### src/rtl/gcn_ctrl_pkg.sv
// Shared types and constants for the GCN aggregation controllers.
// Holds the sequencer state encoding, pass encodings and the read-latency bound.
package gcn_ctrl_pkg;

  typedef enum logic [2:0] {
    IDLE  = 3'd0,
    READ  = 3'd1,
    WAIT  = 3'd2,
    WRITE = 3'd3,
    NEXT  = 3'd4,
    DONE  = 3'd5
  } agg_state_t;

  localparam logic PASS_FWD = 1'b0;
  localparam logic PASS_REV = 1'b1;

  localparam int READ_LAT_MIN = 1;
  localparam int READ_LAT_MAX = 8;

  // States in which the product buffer is being read.
  function automatic logic is_access_state(input agg_state_t s);
    return (s == READ) || (s == WAIT) || (s == WRITE);
  endfunction

endpackage

### src/rtl/edge_counter.sv
// Edge index counter: synchronous clear, count enable, and a terminal-count
// flag against a runtime limit. Holds at the limit instead of wrapping.
module edge_counter #(
  parameter int W = 6
) (
  input  logic         clk,
  input  logic         reset,
  input  logic         clear,
  input  logic         en,
  input  logic [W-1:0] limit,
  output logic [W-1:0] count,
  output logic         tc
);

  logic [W-1:0] count_r;

  // Count register; clear wins over enable.
  always_ff @(posedge clk or posedge reset) begin
    if (reset) begin
      count_r <= '0;
    end else if (clear) begin
      count_r <= '0;
    end else if (en && (count_r != limit)) begin
      count_r <= count_r + W'(1);
    end
  end

  assign count = count_r;
  assign tc    = (count_r == limit);

endmodule

### src/rtl/coo_edge_aggregation_ctrl.sv
// COO edge-list walker: per edge, reads FM*W products for one or both
// directions and strobes the aggregation accumulator, with write backpressure.
module coo_edge_aggregation_ctrl
  import gcn_ctrl_pkg::*;
#(
  parameter int MAX_EDGES   = 64,
  parameter int EDGE_IDX_BW = $clog2(MAX_EDGES),
  parameter int CNT_BW      = $clog2(MAX_EDGES + 1),
  parameter int READ_LAT    = 1,
  parameter bit SYMMETRIC   = 1'b1
) (
  input  logic                   clk,
  input  logic                   reset,
  input  logic                   start,
  input  logic [CNT_BW-1:0]      num_edges,
  input  logic                   wr_ready,
  output logic [EDGE_IDX_BW-1:0] edge_idx,
  output logic                   rd_en,
  output logic                   rd_sel,
  output logic                   wr_en,
  output logic                   edge_inc,
  output logic                   busy,
  output logic                   done
);

  localparam int                 WAIT_BW   = $clog2(READ_LAT_MAX);
  localparam logic [WAIT_BW-1:0] WAIT_LAST = (READ_LAT > 1) ? WAIT_BW'(READ_LAT - 2) : '0;
  localparam logic [CNT_BW-1:0]  MAX_CNT   = CNT_BW'(MAX_EDGES);

  agg_state_t             state_r;
  agg_state_t             state_nx_s;
  logic                   pass_r;
  logic                   pass_nx_s;
  logic [CNT_BW-1:0]      cnt_r;
  logic [WAIT_BW-1:0]     wait_cnt_r;
  logic                   idx_clear_s;
  logic                   idx_en_s;
  logic                   idx_tc_s;
  logic [EDGE_IDX_BW-1:0] idx_limit_s;
  logic [EDGE_IDX_BW-1:0] idx_count_s;
  logic                   rd_en_r;
  logic                   rd_sel_r;
  logic                   wr_en_r;
  logic                   edge_inc_r;
  logic                   busy_r;
  logic                   done_r;

  assign idx_clear_s = (state_r == IDLE) && start;
  assign idx_en_s    = (state_r == NEXT) && !idx_tc_s;
  // cnt_r is at least 1 whenever the limit is consulted (NEXT only follows a non-empty start).
  assign idx_limit_s = EDGE_IDX_BW'(cnt_r - CNT_BW'(1));

  edge_counter #(
    .W (EDGE_IDX_BW)
  ) u_edge_counter (
    .clk   (clk),
    .reset (reset),
    .clear (idx_clear_s),
    .en    (idx_en_s),
    .limit (idx_limit_s),
    .count (idx_count_s),
    .tc    (idx_tc_s)
  );

  // Next-state and next-pass decode.
  always_comb begin
    state_nx_s = state_r;
    pass_nx_s  = pass_r;
    case (state_r)
      IDLE: begin
        if (!start) begin
          state_nx_s = IDLE;
        end else if (num_edges == '0) begin
          state_nx_s = DONE;
          pass_nx_s  = PASS_FWD;
        end else begin
          state_nx_s = READ;
          pass_nx_s  = PASS_FWD;
        end
      end
      READ: begin
        if (READ_LAT > 1) begin
          state_nx_s = WAIT;
        end else begin
          state_nx_s = WRITE;
        end
      end
      WAIT: begin
        if (wait_cnt_r == WAIT_LAST) begin
          state_nx_s = WRITE;
        end else begin
          state_nx_s = WAIT;
        end
      end
      WRITE: begin
        if (!wr_ready) begin
          state_nx_s = WRITE;
        end else if (SYMMETRIC && (pass_r == PASS_FWD)) begin
          state_nx_s = READ;
          pass_nx_s  = PASS_REV;
        end else begin
          state_nx_s = NEXT;
        end
      end
      NEXT: begin
        if (idx_tc_s) begin
          state_nx_s = DONE;
        end else begin
          state_nx_s = READ;
          pass_nx_s  = PASS_FWD;
        end
      end
      DONE: begin
        state_nx_s = IDLE;
      end
      default: begin
        state_nx_s = IDLE;
        pass_nx_s  = PASS_FWD;
      end
    endcase
  end

  // FSM state, run count, wait counter and outputs registered from the next state.
  always_ff @(posedge clk or posedge reset) begin
    if (reset) begin
      state_r    <= IDLE;
      pass_r     <= PASS_FWD;
      cnt_r      <= '0;
      wait_cnt_r <= '0;
      rd_en_r    <= 1'b0;
      rd_sel_r   <= 1'b0;
      wr_en_r    <= 1'b0;
      edge_inc_r <= 1'b0;
      busy_r     <= 1'b0;
      done_r     <= 1'b0;
    end else begin
      state_r <= state_nx_s;
      pass_r  <= pass_nx_s;
      if (idx_clear_s) begin
        cnt_r <= (num_edges > MAX_CNT) ? MAX_CNT : num_edges;
      end
      if (state_r == READ) begin
        wait_cnt_r <= '0;
      end else if (state_r == WAIT) begin
        wait_cnt_r <= wait_cnt_r + WAIT_BW'(1);
      end
      rd_en_r    <= is_access_state(state_nx_s);
      rd_sel_r   <= is_access_state(state_nx_s) & pass_nx_s;
      wr_en_r    <= (state_nx_s == WRITE);
      edge_inc_r <= (state_nx_s == NEXT);
      done_r     <= (state_nx_s == DONE);
      busy_r     <= (state_nx_s != IDLE);
    end
  end

  assign edge_idx = idx_count_s;
  assign rd_en    = rd_en_r;
  assign rd_sel   = rd_sel_r;
  assign wr_en    = wr_en_r;
  assign edge_inc = edge_inc_r;
  assign busy     = busy_r;
  assign done     = done_r;

endmodule

### config.mk
export PLATFORM = sky130hd
export DESIGN_NAME = coo_edge_aggregation_ctrl
export DESIGN_NICKNAME = d
export VERILOG_FILES = /design/src/rtl/gcn_ctrl_pkg.sv /design/src/rtl/edge_counter.sv /design/src/rtl/coo_edge_aggregation_ctrl.sv
export SDC_FILE = /design/constraint.sdc
export NUM_CORES = 1
export LEC_CHECK = 0
export ABC_AREA = 1
export CORE_AREA = 5 5 57 59
export CTS_CLUSTER_DIAMETER = 30
export DETAILED_ROUTE_END_ITERATION = 10
export DIE_AREA = 0 0 62 64
export PLACE_DENSITY = 0.8
export SLEW_MARGIN = 30
export SYNTH_ARGS = -nofsm -noshare
export SYNTH_HDL_FRONTEND = slang
export SYNTH_SLANG_ARGS = --single-unit
### constraint.sdc
create_clock -name clk -period 2.58 [get_ports clk]
set_clock_uncertainty 0.15 [all_clocks]
set_input_delay 0.258 -clock clk [delete_from_list [all_inputs] [get_ports clk]]
set_output_delay 0.258 -clock clk [all_outputs]
set_load 0.03 [all_outputs]
# --- Word level (Yosys, flattened, before mapping) ---
# Index checks and enable logic that the tools add are counted.
op_classes:
  n_addsub: 3
  order_cmp: 1
  eq_ne: 12
  n_mux: 16
  bitwise: 1
  n_reduce_logical: 13
ops:
  columns: ["operator", "count"]
  rows:
  - ["$mux 3", 7]
  - ["$mux 6", 3]
  - ["$pmux 3 s5", 1]
  - ["$eq 3x2->1 const B", 4]
  - ["$eq 3x3->1 const B", 4]
  - ["$gt 7x7->1 const B", 1]
  - ["$logic_not 7->1", 1]
  - ["$add 6x1->6 const B", 1]
  - ["$eq 3x1->1 const B", 2]
  - ["$eq 6x6->1", 1]
  - ["$logic_not 3->1", 2]
  - ["$ne 6x6->1", 1]
  - ["$sub 6x1->6 const B", 1]
  - ["$mux 1", 4]
  - ["$pmux 1 s4", 1]
  - ["$reduce_bool 2->1", 2]
  - ["$add 3x1->3 const B", 1]
  - ["$logic_and 1x1->1", 3]
  - ["$reduce_bool 3->1", 1]
  - ["$reduce_or 3->1", 1]
  - ["$logic_or 1x1->1", 2]
  - ["$and 1x1->1", 1]
  - ["$logic_not 1->1", 1]
word_totals:
  reg_bits: 25
  in_bits: 11
  output_inout_bits: 12
  wordCells: 57

# --- Longest topological paths before layout ---
# Gate-level depths: netlist of the first run.
depth:
  word_depth: 8
  depth_mapped: 13
  depth_no_buf: 13

# --- Cells and area by module ---
# Synthesis of the first run repeated with hierarchy kept, for this count alone.
hier_totals:
  hier_cells: 196
  area_unflattened_um2: 1505.2
by_module_without_submodules:
  columns: ["mod", "n_inst", "cells_per_inst", "area_per_inst_um2", "seq_area_each_um2"]
  rows:
  - ["coo_edge_aggregation_ctrl", 1, 114, 996.0, 475.5]
  - ["edge_counter", 1, 82, 509.2, 150.1]

# --- Worst setup path before layout of the first run ---
# No wires, ideal clock.
synth_timing:
  kind: "reg-to-reg"
  start: "register cnt_r[0]"
  end: "register rd_sel_r (netlist: rd_sel)"
  setup_time_ns: 0.072
  t_arrival_ns: 1.466
  t_required_ns: 2.358
  path_slack_ns: 0.892
  path_stages_with_launch: 11
  n_path_buf: 0
  period_less_slack_ns: 1.688
  path_cell_list: "dfrtp_1 > inv_1 > ha_1 > xnor2_1 > nor2_1 > nand3_2 > nor2_2 > nand2_1 > nand2_1 > nand2_1 > nor2_1"
synth_via:
  elab_chain_cells: 8
  word_cells_on_any_way: 12
  classes_between: "add/sub: 1; eq/ne: 4; mux: 4; bitwise: 1; reduce/logical: 2"
synth_lines:
  columns: ["element", "line", "source"]
  rows:
  - ["start: declaration", "coo_edge_aggregation_ctrl.sv:34", "logic [CNT_BW-1:0] cnt_r;"]
  - ["start signal: assignment", "coo_edge_aggregation_ctrl.sv:140", "cnt_r <= (num_edges > MAX_CNT) ? MAX_CNT : num_edges;"]
  - ["$sub 6x1->6 (*)", "coo_edge_aggregation_ctrl.sv:51", "assign idx_limit_s = EDGE_IDX_BW'(cnt_r - CNT_BW'(1));"]
  - ["$eq 6x6->1 (*)", "edge_counter.sv:29", "assign tc = (count_r == limit);"]
  - ["$mux 3", "coo_edge_aggregation_ctrl.sv:106", "if (idx_tc_s) begin"]
  - ["$pmux 3 s5", "coo_edge_aggregation_ctrl.sv:69", "case (state_r)"]
  - ["$eq 3x1->1 or $eq 3x2->1 (tied branches)", "gcn_ctrl_pkg.sv:22", "return (s == READ) || (s == WAIT) || (s == WRITE);"]
  - ["$logic_or 1x1->1 (2 in a row)", "gcn_ctrl_pkg.sv:22", null]
  - ["$and 1x1->1 (*)", "coo_edge_aggregation_ctrl.sv:148", "rd_sel_r <= is_access_state(state_nx_s) & pass_nx_s;"]
  - ["end signal: assignment", "coo_edge_aggregation_ctrl.sv:148", null]
  - ["end: declaration", "coo_edge_aggregation_ctrl.sv:42", "logic rd_sel_r;"]
# Mark *: on every way between the ends. The rest lies on a longest branch, timed or not.
# A chain may end at the register's enable or synchronous reset.

# --- Worst setup path in the final report of the first run ---
layout_timing:
  start: "register u_edge_counter.count_r[3] (netlist: u_edge_counter.count[3])"
  end: "output edge_idx[3]"
layout_lines:
  columns: ["element", "line", "source"]
  rows:
  - ["start: declaration", "edge_counter.sv:15", "logic [W-1:0] count_r;"]
  - ["start signal: assignment", "edge_counter.sv:24", "count_r <= count_r + W'(1);"]
  - ["end: declaration", "coo_edge_aggregation_ctrl.sv:17", "output logic [EDGE_IDX_BW-1:0] edge_idx,"]
# No word-level cell between the ends.

==> flow_summary.yaml, run 1 <==
critical_path:
  path_max_fanout: 6
  required_ps: 2170
  path_cells: "clkdlybuf4s50_1"
  reg2reg_slack_ps: 690
  crit_family: "buffers and inverters"
  cpPeakStageDelay_ps: 720
  cp-start-kind: "flop"
  cp.arrival_ps: 1540
  endpoint_kind: "output pin"
  slowest_stage: "clkdlybuf4s50_1"
  critPathKind: "flop to output pin"
  crit_buf_inv: 1
status:
  status: "completed"
floorplan:
  dieHeight_um: 64
  dieArea_sq_um: 3970
  die_x_um: 62
  coreArea_sq_um: 2660
  io_pins: 23
  rows: 19
  start_util: 0.533
cts:
  cts.clk_slew.worst_paths_ps: 130
  cts_resized: 0
  cts_tree: "yes"
  postCtsSetupRepairBufs: 0
  h-tree-depth: 1
  clockRootBuffer: "clkbuf_4"
  insertion_delay_ps: 320
  max-clock-path-buffers: 2
  cts_buffers: 3
  cts_hold_buf: 0
  clock_sinks: 25
logic_synthesis:
  ys_ff_latch: 25
  synth_top_cell_by_area: "dfrtp_1"
  yosysSeqAreaShare: 0.441
  avgSynthCellArea_sq_um: 7.71
  yosysTopAreaCellShare: 0.441
  ys.flop_type: "dfrtp_1"
  synthArstFlopShare: 1.00
  synth_cell_types: 28
  yosys-top-cells-area: "dfrtp_1 44%, nand2_1 12%, nand3_1 8.8%"
  syn_area_sq_um: 1420
  ys_warn_count: 0
  synth-edff-count: 0
  synth_nets: 199
  synthCells: 184
sta:
  max_slew_margin: 0.773
  setup_viol: 0
  tns_ps: 0
  rsz0062_at_grt: "no"
  slew_viol_final: 0
  hold_viol: 0
  fin_crit_sh: 0.755
  max_freq_ghz: 0.513
  worstMarginPinSlew_ps: 338
  period_needed_ps: 1950
routing:
  post-route-drc-count: 0
  routedWlPerCell_um: 12.2
  first_pass_iters: 4
  postRouteAntennaNets: 0
  vias_per_cell: 5.15
  wirelength_mm: 2.94
  drtIter0Drc: 38
  vias: 1240
global_route:
  track_usage: 0.171
  grt_max_degree: 26
  antenna_found_initial: 0
  grt_pass1_vias: 1307
  grt_pass1_wl_mm: 5.29
  overflow: 0
place:
  io_buffers: 22
  place_congestion: 0.870
  dp_hpwl_mm: 2.33
  dpl-instance-area_sq_um: 1680
power:
  power_density_nw_per_um2: 916
  irDropWorstVdd_mv: 0.644
  p_leak_nw: 0.886
job:
  maxCapViolCount: 0
final_layout:
  fin_area_sq_um: 1710
  drive_gt1_frac: 0.0857
  final_util: 0.641
  final_cell_mix: "46 x nand2_1, 30 x inv_1, 25 x nand3_1, 25 x dfrtp_1, 22 x clkdlybuf4s50_1"
  antennaDiodeCount: 0
  nets: 226
  syn_to_final_growth_pct: 20.4
  layout_commonest_cell: "nand2_1"
worst_hold_path:
  hold_path.class: "primary input to async pin"
==> cells by family (layout without fill, tap and decap cells) <==
group | after synthesis | in the layout | synth area share
xor gates and xnor gates | 7 | 7 | 0.0432
AOI/OAI and AO/OA | 17 | 17 | 0.0706
and+or+nand+nor | 97 | 97 | 0.320
DFF | 25 | 25 | 0.441
adders and majority gates | 4 | 4 | 0.0353
buffers and inverters | 34 | 60 | 0.0899
==> power by group <==
group          internal [mW]  switching [mW]
Sequential             0.501          0.0927
Combinational          0.300           0.497
Clock                 0.0605           0.115
==> metrics by stage <==
stage	worst slack [ps]	power [mW]	std cells	hold slack [ps]
3_5_place_dp	723	1.40	237	420
4_1_cts	620	1.57	241	127
5_1_grt	397	1.72	241	145
6_report	631	1.57	241	114
2_1_floorplan	892	1.18	184	135
3_3_place_gp	827	1.36	237	397
==> cell type report <==
class                   instances  area [sq um]
repair buffers                 23           228
well taps                      31          38.8
inverters                      33           124
flip-flops and latches         25           626
fillers                       224           955
multi-input cells             125           666
clock buffers                   4          26.3
==> metal layers <==
layer | track usage | routed length (um) | part of all wire | vias to the layer above
li1 | - | - | - | 632
met1 | 0.207 | 1250 | 0.43 | 564
met2 | 0.291 | 1490 | 0.50 | 37
met3 | 0.0322 | 151 | 0.051 | 7
met4 | 0.0663 | 53 | 0.018 | 0
met5 | 0 | 0 | 0 | -
==> path summary, 6_finish.rpt <==
path | from | endpoint | depth (start not counted)
max in group asynchronous | reset | cnt_r[0] | 3
min in group clk | num_edges[5] | cnt_r[5] | 3
hold / removal | reset | edge_inc | 3
setup reg to reg | cnt_r[0] | rd_sel | 12
hold reg to reg | pass_r | edge_inc | 2
setup / recovery | u_edge_counter.count[3] | edge_idx[3] | 1
==> cells in the mapped netlist, drive strengths merged, types with 2 or more instances <==
library cell / number
nor3: 3
a21oi: 2
o21ai: 11
ha: 4
inv: 33
nand3: 27
dfrtp: 25
xor2: 4
nand2: 48
or2: 2
xnor2: 3
nor2: 15
==> registers in the layout, indices dropped and copies added, names as in the netlist <==
name	cells
rd_en	1
edge_inc	1
busy	1
done	1
wr_en	1
wait_cnt_r	3
u_edge_counter.count	6
cnt_r	6
pass_r	1
state_r	3
rd_sel	1
(Power assumes the default switching activity.)
==> run 2, diff against run 1 <==
--- a/config.mk
+++ b/config.mk
@@ -6,11 +6,11 @@
 export NUM_CORES = 1
 export LEC_CHECK = 0
 export ABC_AREA = 1
-export CORE_AREA = 5 5 57 59
+export CORE_AREA = 5 5 59 61
 export CTS_CLUSTER_DIAMETER = 30
 export DETAILED_ROUTE_END_ITERATION = 10
-export DIE_AREA = 0 0 62 64
-export PLACE_DENSITY = 0.8
+export DIE_AREA = 0 0 64 66
+export PLACE_DENSITY = 0.75
 export SLEW_MARGIN = 30
 export SYNTH_ARGS = -nofsm -noshare
 export SYNTH_HDL_FRONTEND = slang
==> constraint.sdc (replaced) <==
create_clock -name clk -period 1.81 [get_ports clk]
set_clock_uncertainty 0.15 [all_clocks]
set_input_delay 0.181 -clock clk [delete_from_list [all_inputs] [get_ports clk]]
set_output_delay 0.181 -clock clk [all_outputs]
set_load 0.03 [all_outputs]
==> run 2 against run 1 <==
  * First-iteration DRC count increased by 50%
  * Critical path type is now flop to flop
  * Routed wire length is 17% higher
  * Clock power is 47% higher
  * Cell count is 2.9% higher
  * Core utilization shrank 2.2 points
  * Critical endpoint is now rd_sel
  * Clock-buffer cell count unchanged
==> flow_summary.yaml, run 2 (synthesis gave the netlist of run 1 again) <==
status:
  status: "completed"
final_layout:
  antennaDiodeCount: 0
  n_fill_cell: 255
  syn_to_final_growth_pct: 27.8
  nets: 231
  layout_commonest_cell: "nand2_1"
  fin_area_sq_um: 1810
  multiInputGateArea_sq_um: 737
  drive_gt1_frac: 0.153
  final_cell_mix: "42 x nand2_1, 29 x inv_1, 25 x dfrtp_1, 24 x nand3_1, 17 x clkdlybuf4s50_1"
  final_util: 0.619
  seq_area_sq_um: 626
critical_path:
  reg2reg_depth: 11
  endpoint_kind: "flop"
  reg2reg_slack_ps: 8
  critPathKind: "flop to flop"
  r2r-end: "rd_sel"
  path_max_fanout: 4
  startpoint: "cnt_r[0]"
  cp-start-kind: "flop"
  regToRegStartpoint: "cnt_r[0]"
  cp.arrival_ps: 1920
  crit_path_end: "rd_sel"
  required_ps: 1920
floorplan:
  coreArea_sq_um: 2930
  rows: 20
  start_util: 0.485
  dieArea_sq_um: 4220
  die_x_um: 64
  dieHeight_um: 66
  io_pins: 23
routing:
  drtIter0Drc: 57
  routedWlPerCell_um: 13.9
  vias_per_cell: 5.32
  vias: 1320
  postRouteAntennaNets: 0
  post-route-drc-count: 0
  first_pass_iters: 4
  wirelength_mm: 3.46
sta:
  fin_crit_sh: 0.996
  setup_viol: 0
  period_needed_ps: 1800
  hold_viol: 0
  rsz0062_at_grt: "yes"
  max_freq_ghz: 0.555
  max_slew_margin: 0.778
  worstMarginPinSlew_ps: 332
  slew_viol_final: 0
global_route:
  grt_max_degree: 26
  antenna_found_initial: 0
  grt_pass1_vias: 1332
  track_usage: 0.161
  grt_pass1_wl_mm: 5.55
  overflow: 0
place:
  place_congestion: 0.867
  io_buffers: 22
  dp_hpwl_mm: 2.39
  dpl-instance-area_sq_um: 1700
cts:
  cts_buffers: 3
  clockRootBuffer: "clkbuf_4"
  cts.clk_slew.worst_paths_ps: 140
  insertion_delay_ps: 320
  h-tree-depth: 1
  cts_hold_buf: 0
  cts_tree: "yes"
  clock_sinks: 25
  max-clock-path-buffers: 2
worst_hold_path:
  hold_path.class: "primary input to async pin"
job:
  maxCapViolCount: 0
power:
  irDropWorstVdd_mv: 0.697
  power_density_nw_per_um2: 1350
  p_leak_nw: 0.964
==> run 2: through the flow <==
stage                     setup slack, ps  setup TNS, ps  hold slack [ps]  power [mW]  std cells
after floorplan                       122              0             58.3        1.68        184
after global placement                102              0              391        1.96        241
after detailed placement             32.1              0              396        2.01        241
after CTS                            3.53              0             63.4        2.26        245
after global routing                -92.9           -621             69.4        2.66        248
final                                8.10              0             51.2        2.45        248
==> run 2: area by class of cell <==
class                      count  area share
inverter                      33      0.0683
tap                           33      0.0228
multi-input combinational    125       0.406
clock buffer                   4      0.0145
timing repair buffer          28       0.143
sequential                    25       0.345
==> run 2: power breakdown <==
part / internal [mW] / switching [mW] / total, mW
Clock: 0.0861 / 0.172 / 0.258
Sequential: 0.714 / 0.134 / 0.848
Combinational: 0.516 / 0.824 / 1.34
==> run 2: metal layers <==
layer	wire (um)	GRT usage	vias to the layer above
met5	0	0	-
met4	57	0.0675	0
met3	221	0.0323	6
met2	1670	0.260	48
met1	1510	0.208	623
li1	-	-	643
==> run 2: worst min-delay path by stage <==
stage	to	startpoint
detailed placement	edge_inc	pass_r
global route	state_r[2]	reset
CTS	edge_inc	reset
global placement	edge_inc	pass_r
finish	done	reset
floorplan	busy	reset
==> run 2: repair_timing <==
item                                   4_1_cts  5_1_grt
setup endpoints to repair                    6       10
setup buffers                                0        3
pin swaps                                    0        5
gates resized for setup                      6       16
gates cloned                                 0        0
endpoints found under the hold margin        0        0
==> run 2: critical path, cell delays in order, from the launching register on <==
cell     delay (ps)
dfrtp_1         430
buf_4           140
buf_4           130
nor2_1          160
nand2_1          70
nand2_1         110
nand3_4         110
nor2_4          180
nand2_4          90
nand2_2          60
nand2_2          50
nor2_1           80
==> run 3, diff against run 2 <==
--- a/config.mk
+++ b/config.mk
@@ -10,6 +10,7 @@
 export CTS_CLUSTER_DIAMETER = 30
 export DETAILED_ROUTE_END_ITERATION = 10
 export DIE_AREA = 0 0 64 66
+export GPL_TIMING_DRIVEN = 0
 export PLACE_DENSITY = 0.75
 export SLEW_MARGIN = 30
 export SYNTH_ARGS = -nofsm -noshare
==> run 3 against run 2 <==
  * Critical path depth is 1 lower
  * Sequential cell count stayed put
  * Die area unchanged
  * Worst setup slack gained 24 ps
  * Power decreased by 5.4%
  * Via count is 3.9% lower
  * Cell area is 2.5% lower
  * Clock power down 2%
  * Sequential power up 0.6%
  * Hold slack got worse by 7.9 ps
  * First-iteration DRC count up 40%
==> flow_summary.yaml, run 3 (synthesis gave the netlist of run 1 again) <==
place:
  io_buffers: 22
  place_congestion: 0.894
  dp_hpwl_mm: 2.34
final_layout:
  final_util: 0.604
  syn_to_final_growth_pct: 24.6
  layout_commonest_cell: "nand2_1"
  n_fill_cell: 272
  nets: 229
  final_cell_mix: "43 x nand2_1, 28 x inv_1, 25 x nand3_1, 25 x dfrtp_1, 16 x clkdlybuf4s50_1"
  antennaDiodeCount: 0
  drive_gt1_frac: 0.131
critical_path:
  cp-start-kind: "flop"
  required_ps: 1920
  path_max_fanout: 4
  critPathKind: "flop to flop"
  path_cells: "inv_2 > ha_4 > xnor2_1 > nor2_1 > nand3_2 > nor2_4 > nand2_4 > nand2_2 > nand2_2 > nor2_1"
  reg2reg_slack_ps: 30
  cp.arrival_ps: 1890
  cpPeakStageDelay_ps: 430
  slowest_stage: "dfrtp_1"
  endpoint_kind: "flop"
status:
  status: "completed"
floorplan:
  rows: 20
  die_x_um: 64
  io_pins: 23
  dieArea_sq_um: 4220
  start_util: 0.485
  dieHeight_um: 66
  coreArea_sq_um: 2930
power:
  seqPwrFrac: 0.369
  internal-power_mw: 1.26
  power_density_nw_per_um2: 1310
  irDropWorstVdd_mv: 0.774
  finalPower_mw: 2.31
  comb_power_share: 0.522
  swShare: 0.454
  p_clk_frac: 0.110
  p_leak_nw: 0.961
  p_sw_mw: 1.05
sta:
  hold_viol: 0
  fin_crit_sh: 0.982
  slew_viol_final: 0
  rsz0062_at_grt: "yes"
  max_freq_ghz: 0.562
  period_needed_ps: 1780
  setup_viol: 0
  worstMarginPinSlew_ps: 510
  max_slew_margin: 0.659
global_route:
  track_usage: 0.159
  grt_pass1_vias: 1184
  grt_max_degree: 26
  grt_pass1_wl_mm: 5.42
  antenna_found_initial: 0
  overflow: 0
cts:
  clockRootBuffer: "clkbuf_4"
  insertion_delay_ps: 320
  clock_sinks: 25
  cts_tree: "yes"
  cts_buffers: 3
  h-tree-depth: 1
  cts.clk_slew.worst_paths_ps: 140
  max-clock-path-buffers: 2
  cts_hold_buf: 0
routing:
  post-route-drc-count: 0
  wirelength_mm: 3.10
  routedWlPerCell_um: 12.6
  vias_per_cell: 5.15
  first_pass_iters: 4
  vias: 1268
  drtIter0Drc: 80
  postRouteAntennaNets: 0
job:
  maxCapViolCount: 0
worst_hold_path:
  hold_path.class: "primary input to async pin"
run 3: metal layers:
layer / share of wire / vias up / track usage
li1: - / 640 / -
met1: 0.46 / 592 / 0.215
met2: 0.47 / 32 / 0.254
met3: 0.058 / 4 / 0.0306
met4: 0.013 / 0 / 0.0545
met5: 0 / - / 0
run 3: cell type report:
class,count,area [sq um],area share
buffer,1,3.75,0.00212
sequential,25,626,0.354
multi-input combinational,125,707,0.400
clock inverter,1,5.00,0.00283
tap,33,41.3,0.0234
inverter,33,124,0.0701
clock buffer,3,22.5,0.0127
timing repair buffer,25,239,0.135
run 3: power groups by stage:
stage               Combinational (mW)  Sequential, mW  Clock [mW]
floorplan                        0.757           0.923           0
global route                      1.37           0.880       0.285
detailed placement                1.12           0.864           0
finish                            1.21           0.853       0.254
global placement                  1.08           0.855           0
CTS                               1.14           0.848       0.260
run 3: timing repair:
action,in CTS,in global routing
pin swaps,0,5
buffers inserted,1,2
gates resized for setup,6,11
endpoints found under the setup margin,15,12
run 3: final timing paths:
| path | from | endpoint | cells after the start |
|---|---|---|---|
| worst max-delay path | cnt_r[0] | rd_sel | 10 |
| worst min-delay path | reset | edge_inc | 2 |
| worst max register to register | cnt_r[0] | rd_sel | 10 |
| worst min register to register | pass_r | edge_inc | 2 |
| max in group asynchronous | reset | wait_cnt_r[1] | 2 |
| min in group clk | num_edges[1] | cnt_r[1] | 3 |
run 3: metrics by stage:
stage,worst slack (ps),std cells,setup TNS (ps),hold slack (ps),instance area [sq um]
after floorplan,122,184,0,58.3,1420
after global placement,-24.3,239,-52.4,394,1680
after detailed placement,-60.9,239,-233,404,1680
after CTS,-3.27,244,-3.27,237,1710
after global routing,-98.5,246,-517,86.2,1770
final,32.1,246,0,43.2,1770
run 3: critical path, delay by kind of cell (launching register included):
family / cells / cell delay, ps
xor+xnor: 1 / 120
fa+ha+maj: 1 / 200
buf+inv: 1 / 100
flops: 1 / 430
simple gates: 7 / 720
